## src/rtl/branch_notif_receiver.sv

```systemverilog
// Branch-resolution receiver: queues BTB updates in a small FIFO and keeps the oldest pending mispredict restart.
// Optional same-cycle BTB-update bypass when BRANCH_NOTIF_RECEIVER_BYPASS_EN is defined.
module branch_notif_receiver #(
   parameter int FIFO_DEPTH          = 4,
   parameter int LOG_ROB_ENTRIES     = 5,
   parameter int BTB_PRED_INFO_WIDTH = 8
) (
   input  logic                           CLK,
   input  logic                           RST,
   input  logic                           branch_notif_valid,
   input  logic [LOG_ROB_ENTRIES-1:0]     branch_notif_ROB_index,
   input  logic                           branch_notif_is_mispredict,
   input  logic                           branch_notif_is_taken,
   input  logic                           branch_notif_is_out_of_range,
   input  logic                           branch_notif_pred_lru,
   input  logic [BTB_PRED_INFO_WIDTH-1:0] branch_notif_updated_pred_info,
   input  logic [31:0]                    branch_notif_start_PC,
   input  logic [31:0]                    branch_notif_target_PC,
   output logic                           branch_notif_ready,
   input  logic [LOG_ROB_ENTRIES-1:0]     rob_head_index,
   input  logic                           rob_flush,
   output logic                           btb_update_valid,
   output logic [31:0]                    btb_update_start_PC,
   output logic [31:0]                    btb_update_target_PC,
   output logic [BTB_PRED_INFO_WIDTH-1:0] btb_update_pred_info,
   output logic                           btb_update_pred_lru,
   output logic                           btb_update_is_taken,
   input  logic                           btb_update_ready,
   output logic                           restart_valid,
   output logic [31:0]                    restart_PC,
   output logic [LOG_ROB_ENTRIES-1:0]     restart_ROB_index,
   input  logic                           restart_ready
);

   localparam int AW = $clog2(FIFO_DEPTH);

   typedef struct packed {
      logic [31:0]                    start_pc;
      logic [31:0]                    target_pc;
      logic [BTB_PRED_INFO_WIDTH-1:0] info;
      logic                           lru;
      logic                           taken;
   } btb_entry_t;

   btb_entry_t  mem_q [FIFO_DEPTH];
   btb_entry_t  notif_entry, head_entry;
   logic [AW:0] wr_ptr_q, wr_ptr_d, rd_ptr_q, rd_ptr_d;
   logic        fifo_empty, fifo_full, fifo_pop, fifo_push, accept, bypass;

   assign notif_entry = '{start_pc:  branch_notif_start_PC,
                          target_pc: branch_notif_target_PC,
                          info:      branch_notif_updated_pred_info,
                          lru:       branch_notif_pred_lru,
                          taken:     branch_notif_is_taken};

   // Extra pointer MSB distinguishes full from empty when the low bits match.
   assign fifo_empty = (wr_ptr_q == rd_ptr_q);
   assign fifo_full  = (wr_ptr_q[AW] != rd_ptr_q[AW]) && (wr_ptr_q[AW-1:0] == rd_ptr_q[AW-1:0]);
   assign fifo_pop   = !fifo_empty && btb_update_ready;

   assign branch_notif_ready = !fifo_full || fifo_pop;
   assign accept             = branch_notif_valid && branch_notif_ready;

`ifdef BRANCH_NOTIF_RECEIVER_BYPASS_EN
   assign bypass = fifo_empty && btb_update_ready && accept && !branch_notif_is_out_of_range;
`else
   assign bypass = 1'b0;
`endif

   assign fifo_push = accept && !branch_notif_is_out_of_range && !bypass;
   assign wr_ptr_d  = fifo_push ? wr_ptr_q + 1'b1 : wr_ptr_q;
   assign rd_ptr_d  = fifo_pop  ? rd_ptr_q + 1'b1 : rd_ptr_q;

   // Data outputs read as zero whenever nothing valid is presented.
   always_comb begin
      head_entry = '0;
      if (!fifo_empty)
         head_entry = mem_q[rd_ptr_q[AW-1:0]];
      else if (bypass)
         head_entry = notif_entry;
   end

   assign btb_update_valid     = !fifo_empty || bypass;
   assign btb_update_start_PC  = head_entry.start_pc;
   assign btb_update_target_PC = head_entry.target_pc;
   assign btb_update_pred_info = head_entry.info;
   assign btb_update_pred_lru  = head_entry.lru;
   assign btb_update_is_taken  = head_entry.taken;

   always_ff @(posedge CLK) begin
      if (RST) begin
         wr_ptr_q <= '0;
         rd_ptr_q <= '0;
      end else begin
         wr_ptr_q <= wr_ptr_d;
         rd_ptr_q <= rd_ptr_d;
      end
   end

   always_ff @(posedge CLK) begin
      if (fifo_push)
         mem_q[wr_ptr_q[AW-1:0]] <= notif_entry;
   end

   logic                       restart_valid_q, restart_valid_d;
   logic [31:0]                restart_pc_q, restart_pc_d;
   logic [LOG_ROB_ENTRIES-1:0] restart_idx_q, restart_idx_d;
   logic [LOG_ROB_ENTRIES-1:0] age_new, age_pend;
   logic                       restart_load, restart_hs;

   // Ages are distances from the ROB head, so modular wrap is handled by truncation.
   assign age_new      = branch_notif_ROB_index - rob_head_index;
   assign age_pend     = restart_idx_q - rob_head_index;
   assign restart_load = accept && branch_notif_is_mispredict && (!restart_valid_q || (age_new < age_pend));
   assign restart_hs   = restart_valid_q && restart_ready;

   always_comb begin
      restart_valid_d = restart_valid_q;
      restart_pc_d    = restart_pc_q;
      restart_idx_d   = restart_idx_q;
      if (restart_hs)
         restart_valid_d = 1'b0;
      if (restart_load) begin
         restart_valid_d = 1'b1;
         restart_pc_d    = branch_notif_target_PC;
         restart_idx_d   = branch_notif_ROB_index;
      end
      if (rob_flush)
         restart_valid_d = 1'b0;
   end

   always_ff @(posedge CLK) begin
      if (RST)
         restart_valid_q <= 1'b0;
      else
         restart_valid_q <= restart_valid_d;
   end

   always_ff @(posedge CLK) begin
      restart_pc_q  <= restart_pc_d;
      restart_idx_q <= restart_idx_d;
   end

   assign restart_valid     = restart_valid_q;
   assign restart_PC        = restart_valid_q ? restart_pc_q : '0;
   assign restart_ROB_index = restart_valid_q ? restart_idx_q : '0;

endmodule

```

## config.mk

```make
export PLATFORM = sky130hd
export DESIGN_NAME = branch_notif_receiver
export DESIGN_NICKNAME = d
export VERILOG_FILES = /design/src/rtl/branch_notif_receiver.sv
export SDC_FILE = /design/constraint.sdc
export NUM_CORES = 1
export LEC_CHECK = 0
export CAP_MARGIN = 20
export CORE_ASPECT_RATIO = 1.75
export CORE_MARGIN = 2
export CORE_UTILIZATION = 30
export CTS_BUF_LIST = sky130_fd_sc_hd__clkbuf_4 sky130_fd_sc_hd__clkbuf_8
export DETAILED_ROUTE_END_ITERATION = 16
export PLACE_DENSITY = 0.56
export RECOVER_POWER = 25
export SLEW_MARGIN = 20
export SYNTH_ARGS = -nofsm -noshare
export SYNTH_HDL_FRONTEND = slang
export SYNTH_SLANG_ARGS = --single-unit
export TNS_END_PERCENT = 30
```

## constraint.sdc

```tcl
create_clock -name CLK -period 13.6 [get_ports CLK]
set_clock_uncertainty 0.15 [all_clocks]
set_input_delay 2.72 -clock CLK [delete_from_list [all_inputs] [get_ports CLK]]
set_output_delay 2.72 -clock CLK [all_outputs]
set_load 0.01 [all_outputs]
```

**Word level (Yosys, flattened, before mapping)**

Memories as Yosys holds them, arrays and structs flattened. A register that Yosys moved wholly into a read port is not among the register bits.
Cells that the tools add are included.

- Flip-flop bits (word level): 44
- RAM bits: 296
- Input bits: 92
- Output and inout bits: 114
- Word-level logic and storage cells: 38
- Memories: 1

- $add $sub $neg: 4
- Magnitude comparators: 1
- Equal/unequal tests: 3
- Muxes and demuxes: 9
- Reduce and logical (&&, ||, !) cells: 15

Memory list:

| memory | words | bits a word | rd ports | clocked after memory_dff | wr ports | RTL line | RTL |
|---|---|---|---|---|---|---|---|
| mem_q | 4 | 74 | 1 | 1 | 1 | 45 | `btb_entry_t mem_q [FIFO_DEPTH];` |

Operators by type and width:

| cell | count |
|---|---|
| two-way mux 74 bit | 1 |
| two-way mux 32 bit | 1 |
| subtractor 5 bit | 2 |
| logical AND 1 bit | 7 |
| adder 3 x 1 -> 3 bit, second input constant | 2 |
| less-than comparator 5 bit | 1 |
| two-way mux 5 bit | 1 |
| logical NOT 1 bit | 4 |
| two-way mux 1 bit | 4 |
| two-way mux 2 bit | 2 |
| == test 3 bit | 1 |
| == test 2 bit | 1 |
| logical OR 1 bit | 2 |
| nonzero test 2 bit | 1 |
| OR reduction 2 bit | 1 |
| != test 1 bit | 1 |

**Depth between registers and ports, before layout**

Gate-level depths: netlist (run 1).

- Depth after elaboration: 8
- Mapped depth: 12
- Depth with buffers taken out: 12

**Least setup slack after synthesis (run 1)**

Ideal clock, no wire load.

- Kind: input to register
- From: input port branch_notif_ROB_index[0]
- To: register restart_idx_q[0], enable pin
- Setup time: 0.477 ns
- Arrival time: 6.938 ns
- Required time: 12.973 ns
- Path slack: 6.035 ns
- Stages on the path: 11
- Path buffers: 0
- Cells stage by stage: inv_1 ha_1 inv_1 fa_1 a21o_1 a21oi_1 xnor2_1 ha_1 a211oi_1 a31oi_1 nor3_1

- Cells in the longest elaborated chain, start to end: 4

Ends and longest elaborated chain:

| element | RTL line | RTL |
|---|---|---|
| from (decl) | 11 | `input logic [LOG_ROB_ENTRIES-1:0] branch_notif_ROB_index,` |
| subtractor 5 bit | 112 | `assign age_new = branch_notif_ROB_index - rob_head_index;` |
| less-than comparator 5 bit | 114 | `assign restart_load = accept && branch_notif_is_mispredict && (!restart_valid_q \|\| (age_new < age_pend));` |
| logical OR 1 bit | 114 |  |
| logical AND 1 bit | 114 |  |
| via restart_load | 109 | `logic restart_load, restart_hs;` |
| to (signal assigned) | 141 | `restart_idx_q <= restart_idx_d;` |
| to (decl) | 107 | `logic [LOG_ROB_ENTRIES-1:0] restart_idx_q, restart_idx_d;` |

The timed path passes the listed nets, and every way through them passes these cells.
A chain may end at the register's enable or synchronous reset.

**Worst setup path in the final report (run 1)**

- From: input port btb_update_ready
- To: output port branch_notif_ready

- Cells in the longest elaborated chain, start to end: 2

Ends and longest elaborated chain:

| element | RTL line | RTL |
|---|---|---|
| from (decl) | 28 | `input logic btb_update_ready,` |
| logical AND 1 bit | 59 | `assign fifo_pop = !fifo_empty && btb_update_ready;` |
| logical OR 1 bit | 61 | `assign branch_notif_ready = !fifo_full \|\| fifo_pop;` |
| to (decl) | 19 | `output logic branch_notif_ready,` |

Every way passes these cells.

==> qor.csv, run 1 <==
stage,metric,value,unit
run_status,status,finished clean,
timing,Max-slew headroom,0.371,
pwr,Power Dens Cells,145,nW/um^2
clock_tree,"Reg clk slew, reported paths",70,ps
logic_synthesis,Synth top area share,0.717,
floorplan,die span in y,289,um
global_route,total gr overflow,0,
logic_synthesis,Post-synth top flop,edfxtp_1,
detailed_routing,DRT iter0 DRCs,324,
worst_setup_path,Max Fanout on Critical Path,3,
cells_and_area,layout cells sized above 1,0.253,
clock_tree,# Post-CTS Setup Buffers,0,
logic_synthesis,Yosys reg bits,342,
logic_synthesis,Yosys warnings,0,
timing,Max Clock Freq,0.142,GHz
worst_setup_path,reg2reg end,restart_pc_q[31],
placement,I/O Buffers,205,
global_route,pin count of the biggest net entering global routing,76,
logic_synthesis,Gate Count Post-Synth,646,
placement,dpl ws,6530,ps
detailed_routing,Post-Route WL,30800,um
timing,fin. max-slew vios,0,
detailed_routing,DRC viols,0,
pwr,Leakage,5.78,nW
global_route,vias in the first global route,7526,
floorplan,initial cell density of the core,0.303,
detailed_routing,"antenna viol nets, final",0,
placement,Post-DP HPWL,17700,um
logic_synthesis,Avg Inst Size Synth,21.6,um^2
placement,routability congestion estimate,0.714,
cells_and_area,"most common cell after layout, fill and taps aside",edfxtp_1,
cells_and_area,most frequent cells in the layout,"333 x edfxtp_1, 152 x clkdlybuf4s50_1, 74 x mux4_2",
cells_and_area,Reg area,10200,um^2
worst_setup_path,R2R Path Start,restart_idx_q[0],
global_route,Total GRT Usage,0.127,
worst_setup_path,Worst R2R Setup Slack,9640,ps
timing,PnR worst setup slack,6540,ps
worst_setup_path,CP startpoint kind,primary input,
logic_synthesis,sequential fraction of the synthesis area,0.730,
clock_tree,CTS Hold Bufs,0,
worst_setup_path,Worst Setup Path Type,in -> out,
worst_setup_path,Register-to-Register Path Depth,12,
logic_synthesis,Synth area leader,edfxtp_1,
timing,Fin Setup TNS,0,ps
cells_and_area,Syn-to-layout area delta,26.9,%
global_route,first-pass GRT wire length,45800,um
worst_setup_path,Worst EP arrival,4190,ps
timing,final hold violations,0,
worst_hold_path,hold path endpoint,wr_ptr_q[2],
clock_tree,CTS root buffer,clkbuf_8,
logic_synthesis,Mapped Area,13900,um^2
floorplan,full die area,48300,um^2
detailed_routing,first-pass detailed-route iteration total,4,
floorplan,Die X,167,um
clock_tree,PostCTS Resize Cnt,0,
detailed_routing,Vias,6782,
cells_and_area,fin area,17700,um^2
placement,placed cell areas,16600,um^2
worst_setup_path,Critical Path End Type,output pin,
timing,final critical-path required period,7060,ps
floorplan,Ports,206,
detailed_routing,Vias/cell,4.49,
worst_hold_path,Hold Crit Depth,2,
pwr,VDD IR max,0.0775,mV
floorplan,row count,104,
logic_synthesis,syn_nets,757,
global_route,initial antenna violation count,7,
cells_and_area,Final nets,996,
clock_tree,CTS sink count,342,
timing,Worst Tran Pin Value,943,ps
logic_synthesis,Synth cell types,38,
logic_synthesis,"top cells by area, synth","edfxtp_1 72%, mux4_2 12%, nor2b_4 4.9%",
worst_hold_path,hold path start,wr_ptr_q[2],
timing,RSZ-0062 raised after global routing,no,
clock_tree,CTS tree,built,
floorplan,core box area,45900,um^2
timing,Final period util,0.519,
run,Max-Cap Viols,0,
worst_setup_path,WP data required,10730,ps
detailed_routing,routed len/inst,20.4,um
logic_synthesis,number of flops mapped to enable cells by yosys,333,
cells_and_area,area of the multi-input gates,3470,um^2
clock_tree,H-Tree Level Count,2,
logic_synthesis,async set-or-reset flop fraction in the synthesized netlist,0,
clock_tree,worst skew pair latency,580,ps
cells_and_area,Filler Cell Count,4237,
worst_hold_path,Hold Path Class,reg -> reg,
timing,# setup viols final,0,
clock_tree,CTS buffer count,52,
clock_tree,clk buf depth,3,
cells by family after synthesis:
family                     synth area share
adders and majority gates            0.0181
muxes                                 0.121
buffers and inverters                0.0225
and+or+nand+nor                      0.0854
xor gates and xnor gates             0.0123
AOI/OAI and AO/OA                    0.0104
DFF                                   0.730
synthesized netlist by cell type (4+ instances only):
cell type  instances
a21o_1             4
a21oi_1            4
and2_1            37
buf_12             5
buf_2              9
buf_6              8
clkbuf_1           7
dfxtp_1            9
edfxtp_1         333
ha_1              17
inv_1             14
mux4_2            74
nor2_1             7
nor2b_1           21
nor2b_4           50
xnor2_1            9
xor2_1             5
flip-flops by register name, summed over array words and instances (netlist names), named ones only:
signal and cells:
rd_ptr_q 3, mem_q 296, restart_idx_q 5, restart_pc_q 32, wr_ptr_q 3, restart_valid 1
worst max-delay path by stage:
stage                                    from                 end  slack [ps]  cells past startpoint
detailed placement           btb_update_ready  branch_notif_ready        6530                      6
finish                       btb_update_ready  branch_notif_ready        6540                      6
global placement             btb_update_ready  branch_notif_ready        6520                      6
global route                 btb_update_ready  branch_notif_ready        6440                      6
floorplan           branch_notif_ROB_index[0]    restart_idx_q[0]        6030                     11
CTS                          btb_update_ready  branch_notif_ready        6520                      6
where the power goes:
part           internal, mW  switching (mW)
logic                 0.249           0.208
registers              1.19          0.0260
clock network         0.501           0.401
metal layers:
| metal | wire length [um] | global-route usage |
|---|---|---|
| met1 | 11200 | 0.137 |
| met2 | 17000 | 0.239 |
| met3 | 1690 | 0.0310 |
| met4 | 857 | 0.0487 |
| met5 | 27 | 0 |
cell type report:
class                           count  area share
Multi-Input combinational cell    261       0.196
Tap cell                          583      0.0412
Sequential cell                   342       0.576
Timing Repair Buffer              214       0.121
Clock inverter                     35      0.0183
Antenna cell                        2    0.000283
Clock buffer                       60      0.0442
Inverter                           14     0.00297
stage by stage:
stage | utilization | instances | total power, mW | hold WS, ps
after global routing | 0.385 | 1511 | 2.69 | 453
after floorplan | - | 646 | 1.52 | 387
final | 0.385 | 1511 | 2.57 | 427
after detailed placement | 0.361 | 1414 | 1.71 | 422
after global placement | 0.361 | 1414 | 1.71 | 403
after CTS | 0.385 | 1509 | 2.62 | 436
worst max-delay path, cell delays in order:
cell,delay (ps)
clkdlybuf4s50_1,460
inv_1,160
nand2_1,80
nor3_2,210
inv_1,80
clkdlybuf4s50_1,480
No activity file was read; power rests on OpenSTA's default activity.
==> inputs of run 2 (changes only) <==
clock period = 6.75 ns   (was 13.6 ns; I/O delays follow)
==> run 2 against run 1 <==
Net effect:
- critical path depth grew 7
- sequential cell count is the same
- sequential power grew 100%
- setup slack lost 4400 ps
- final area is essentially flat
- first-iteration DRC count shrank 1.2%
- die area is the same
- wire length grew 0.78%
- core utilization is essentially flat
- register-to-register slack lost 6600 ps
- cell count is essentially flat
- power grew 98%
==> qor.csv, run 2 (same netlist as run 1, synthesis figures left out) <==
stage,metric,value,unit
timing,fin. max-slew vios,0,
clock_tree,worst skew pair latency,590,ps
clock_tree,clk buf depth,3,
detailed_routing,Vias/cell,4.48,
global_route,pin count of the biggest net entering global routing,76,
pwr,Power Dens Cells,289,nW/um^2
floorplan,Die X,167,um
cells_and_area,layout cells sized above 1,0.254,
worst_setup_path,crit path cell chain,dlygate4sd3_1 > inv_1 > ha_1 > inv_1 > fa_1 > a21o_1 > a21oi_1 > xnor2_1 > ha_1 > a211oi_1 > a31oi_1 > nor3_2 > buf_12,
worst_setup_path,Worst Setup Path Type,in -> reg,
run,Max-Cap Viols,0,
worst_setup_path,R2R Path Start,restart_idx_q[0],
pwr,part of the power in registers,0.476,
placement,dpl ws,1580,ps
timing,Max-slew headroom,0.339,
worst_setup_path,CP top delay family,buffers and inverters,
global_route,vias in the first global route,7798,
timing,PnR worst setup slack,2110,ps
clock_tree,CTS sink count,342,
timing,Fin Setup TNS,0,ps
worst_hold_path,hold path start,wr_ptr_q[2],
timing,final critical-path required period,4640,ps
worst_setup_path,CP startpoint kind,primary input,
pwr,Net Sw Power,1.25,mW
worst_setup_path,Critical Path End Type,register,
global_route,total gr overflow,0,
global_route,first-pass GRT wire length,47000,um
cells_and_area,most frequent cells in the layout,"333 x edfxtp_1, 150 x clkdlybuf4s50_1, 74 x mux4_2",
pwr,Leakage,5.78,nW
floorplan,row count,104,
clock_tree,# Post-CTS Setup Buffers,0,
timing,final hold violations,0,
floorplan,full die area,48300,um^2
timing,# setup viols final,0,
detailed_routing,routed len/inst,20.6,um
worst_setup_path,reg2reg end,restart_pc_q[15],
detailed_routing,DRT iter0 DRCs,320,
worst_setup_path,Slowest cell on crit path,nor3_2,
cells_and_area,Final nets,996,
clock_tree,CTS buffer count,50,
global_route,Total GRT Usage,0.129,
worst_setup_path,Worst R2R Setup Slack,3040,ps
pwr,Gate power share,0.185,
floorplan,die span in y,289,um
timing,RSZ-0062 raised after global routing,no,
detailed_routing,Post-Route WL,31100,um
worst_hold_path,Hold Path Class,reg -> reg,
timing,Final period util,0.687,
pwr,Pint,3.85,mW
worst_setup_path,Register-to-Register Path Depth,12,
clock_tree,CTS tree,built,
pwr,VDD IR max,0.195,mV
global_route,initial antenna violation count,6,
worst_setup_path,Max stage delay on crit path,700,ps
clock_tree,H-Tree Level Count,2,
cells_and_area,max reg flops,296,
clock_tree,"Reg clk slew, reported paths",60,ps
worst_setup_path,Worst EP arrival,4750,ps
detailed_routing,"antenna viol nets, final",0,
worst_setup_path,WP data required,6860,ps
detailed_routing,first-pass detailed-route iteration total,6,
timing,Worst Tran Pin Value,991,ps
placement,I/O Buffers,205,
clock_tree,PostCTS Resize Cnt,0,
worst_setup_path,crit path buf inv count,4,
clock_tree,CTS Hold Bufs,0,
placement,Post-DP HPWL,18600,um
pwr,Clock Power Share,0.339,
pwr,switching share of power,0.246,
cells_and_area,"most common cell after layout, fill and taps aside",edfxtp_1,
detailed_routing,Vias,6772,
worst_hold_path,hold path endpoint,wr_ptr_q[2],
timing,Max Clock Freq,0.216,GHz
floorplan,core box area,45900,um^2
worst_hold_path,Hold Crit Depth,2,
placement,routability congestion estimate,0.704,
cells_and_area,Syn-to-layout area delta,26.8,%
floorplan,initial cell density of the core,0.303,
clock_tree,CTS root buffer,clkbuf_8,
detailed_routing,DRC viols,0,
run_status,status,finished clean,
floorplan,Ports,206,
worst_setup_path,Max Fanout on Critical Path,29,
==> run 2: changes by cell type in the layout (fill, tap and decap cells not counted), sizes merged, moves of 2 or more <==
cell           previous run  this run
buf                       9        11
clkinv                   27        17
clkdlybuf4s50           152       150
dlygate4sd3              53        55
bufinv                    6         3
clkbuf                   60        71
==> run 2: worst max-delay path by stage <==
stage / to / start / slack, ps / cells past startpoint
after floorplan: restart_idx_q[0] / branch_notif_ROB_index[0] / 550 / 11
after global placement: restart_pc_q[22] / rob_head_index[0] / 1660 / 12
after detailed placement: restart_pc_q[18] / rob_head_index[0] / 1580 / 12
after CTS: btb_update_start_PC[23] / register / 1690 / 4
after global routing: restart_pc_q[15] / branch_notif_ROB_index[0] / 1830 / 13
final: restart_pc_q[15] / branch_notif_ROB_index[0] / 2110 / 13
==> run 2: worst reg2reg max path, stage by stage, from the launching register on <==
cell,delay [ps]
edfxtp_1,380
inv_1,70
ha_1,140
inv_1,60
fa_1,400
a21o_1,180
a21oi_1,190
xnor2_1,100
ha_1,310
a211oi_1,210
a31oi_1,170
nor3_2,700
buf_12,300
==> run 2: layout make-up <==
| class | count | area (um^2) |
|---|---|---|
| clock buffers | 71 | 871 |
| clock inverters | 21 | 171 |
| diodes | 2 | 5.00 |
| inverters | 14 | 52.6 |
| fillers | 4222 | 28300 |
| multi-input cells | 261 | 3470 |
| repair buffers | 216 | 2180 |
| flip-flops and latches | 342 | 10200 |
| well taps | 583 | 729 |
==> run 2: stage by stage <==
stage	hold slack (ps)	total power [mW]	area, um^2	cells	util
finish	420	5.10	17700	1510	0.385
floorplan	387	3.07	13900	646	-
global placement	405	3.44	16600	1415	0.361
global route	450	5.33	17700	1510	0.385
CTS	426	5.20	17600	1507	0.384
detailed placement	415	3.45	16600	1415	0.361
==> run 2: power groups by stage <==
stage | Clock [mW] | Sequential, mW | Combinational, mW
after floorplan | 0 | 2.45 | 0.620
after global placement | 0 | 2.50 | 0.942
after detailed placement | 0 | 2.50 | 0.945
after CTS | 1.80 | 2.46 | 0.949
after global routing | 1.88 | 2.43 | 1.02
final | 1.73 | 2.43 | 0.942
==> run 2: routing by layer <==
| metal | share of wire | track usage | up-vias |
|---|---|---|---|
| met5 | 0.00071 | 0 | - |
| met1 | 0.36 | 0.138 | 3487 |
| met4 | 0.031 | 0.0517 | 4 |
| li1 | - | - | 3037 |
| met2 | 0.56 | 0.246 | 181 |
| met3 | 0.050 | 0.0281 | 63 |
==> inputs of run 3 (changes only) <==
PLACE_DENSITY = 0.58   (was 0.56)
clock period = 4.2 ns   (was 6.75 ns; I/O delays follow)
==> run 3 against run 2 <==
Net effect:
- cell count increased by 0.40%
- final area increased by 0.17%
- clock-buffer cell count decreased by 2
- global-route usage decreased by 0.28 points
- power increased by 57%
- worst hold slack improved by 6.9 ps
- critical path type is now reg -> out
- clock power increased by 48%
- sequential cell count unchanged
- die area unchanged
==> qor.csv, run 3 (same netlist as run 1, synthesis figures left out) <==
stage,metric,value,unit
placement,Post-DP HPWL,18200,um
global_route,pin count of the biggest net entering global routing,76,
floorplan,row count,104,
worst_hold_path,Hold Crit Depth,2,
run,Max-Cap Viols,0,
timing,RSZ-0062 raised after global routing,no,
timing,Worst Tran Pin Value,786,ps
detailed_routing,Vias/cell,4.49,
worst_setup_path,CP startpoint kind,register,
global_route,total gr overflow,0,
clock_tree,CTS Hold Bufs,0,
clock_tree,"Reg clk slew, reported paths",60,ps
worst_setup_path,Register-to-Register Path Depth,12,
worst_hold_path,Hold Path Class,reg -> reg,
timing,fin. max-slew vios,0,
floorplan,full die area,48300,um^2
detailed_routing,DRC viols,0,
detailed_routing,"antenna viol nets, final",0,
placement,dpl ws,-9.89,ps
pwr,VDD IR max,0.203,mV
global_route,first-pass GRT wire length,45800,um
pwr,switching share of power,0.251,
run_status,status,finished clean,
clock_tree,PostCTS Resize Cnt,0,
detailed_routing,first-pass detailed-route iteration total,6,
timing,Final period util,0.931,
worst_setup_path,Critical Path End Type,output pin,
pwr,Leakage,5.77,nW
cells_and_area,Syn-to-layout area delta,27.0,%
worst_setup_path,Max Fanout on Critical Path,34,
clock_tree,CTS sink count,342,
timing,PnR worst setup slack,288,ps
clock_tree,# Post-CTS Setup Buffers,0,
pwr,part of the power in registers,0.484,
clock_tree,CTS buffer count,50,
cells_and_area,"most common cell after layout, fill and taps aside",edfxtp_1,
cells_and_area,max reg flops,296,
timing,final hold violations,0,
cells_and_area,final non-filler cell total,1516,
pwr,Clock Power Share,0.319,
clock_tree,CTS tree,built,
pwr,Power Dens Cells,452,nW/um^2
placement,dpl cells,1422,
placement,routability congestion estimate,0.723,
clock_tree,worst skew pair latency,570,ps
global_route,Total GRT Usage,0.126,
detailed_routing,Post-Route WL,30700,um
worst_setup_path,Worst EP arrival,2920,ps
detailed_routing,Vias,6802,
floorplan,core box area,45900,um^2
clock_tree,H-Tree Level Count,2,
placement,I/O Buffers,205,
pwr,Net Sw Power,2.01,mW
cells_and_area,most frequent cells in the layout,"333 x edfxtp_1, 151 x clkdlybuf4s50_1, 74 x mux4_2",
worst_setup_path,Worst Setup Path Type,reg -> out,
cells_and_area,layout cells sized above 1,0.255,
worst_setup_path,WP data required,3210,ps
floorplan,Die X,167,um
timing,Max Clock Freq,0.256,GHz
floorplan,die span in y,289,um
clock_tree,clk buf depth,3,
timing,final critical-path required period,3910,ps
detailed_routing,DRT iter0 DRCs,297,
floorplan,initial cell density of the core,0.303,
pwr,Gate power share,0.197,
cells_and_area,Final nets,1002,
timing,# setup viols final,0,
global_route,vias in the first global route,7578,
global_route,initial antenna violation count,10,
clock_tree,CTS root buffer,clkbuf_8,
pwr,Pint,5.99,mW
timing,Max-slew headroom,0.476,
detailed_routing,routed len/inst,20.3,um
floorplan,Ports,206,
run 3: layout make-up:
cell class | count | area (um^2)
diodes | 2 | 5.00
fillers | 4243 | 28200
repair buffers | 222 | 2290
multi-input cells | 261 | 3480
clock buffers | 69 | 850
inverters | 14 | 52.6
well taps | 583 | 729
clock inverters | 23 | 104
flip-flops and latches | 342 | 10200
run 3: metal layers:
| metal | wire, um | track usage | vias up |
|---|---|---|---|
| li1 | - | - | 3047 |
| met1 | 11400 | 0.140 | 3481 |
| met2 | 16800 | 0.234 | 185 |
| met3 | 1460 | 0.0250 | 85 |
| met4 | 1080 | 0.0571 | 4 |
| met5 | 23 | 0 | - |
run 3: power by group through the flow:
stage | registers, mW | logic (mW) | clock network [mW]
floorplan | 3.93 | 0.998 | 0
global placement | 3.95 | 1.62 | 0
detailed placement | 3.95 | 1.63 | 0
CTS | 3.88 | 1.63 | 2.65
global route | 3.88 | 1.69 | 2.80
finish | 3.88 | 1.58 | 2.56
run 3: final timing paths:
path | from | endpoint | slack [ps]
worst min register to register | wr_ptr_q[2] | wr_ptr_q[2] | 430
worst max-delay path | wr_ptr_q[0] | btb_update_start_PC[30] | 290
worst min-delay path | wr_ptr_q[2] | wr_ptr_q[2] | 430
worst max register to register | restart_idx_q[0] | restart_pc_q[15] | 890
run 3: metrics by stage:
step / instance area [um^2] / utilization / setup TNS, ps / hold WS (ps) / total power, mW
after floorplan: 14000 / - / 0 / 387 / 4.93
after CTS: 17700 / 0.385 / 0 / 437 / 8.17
after detailed placement: 16700 / 0.364 / -143 / 416 / 5.58
final: 17700 / 0.385 / 0 / 427 / 8.01
after global placement: 16700 / 0.364 / 0 / 404 / 5.57
after global routing: 17700 / 0.385 / 0 / 469 / 8.37
run 3: critical path: stages (launching register included):
cell and delay, ps:
dfxtp_1 510, xor2_2 200, nor3_4 230, buf_12 360
buf_4 410, nor2b_1 120, clkdlybuf4s50_1 500
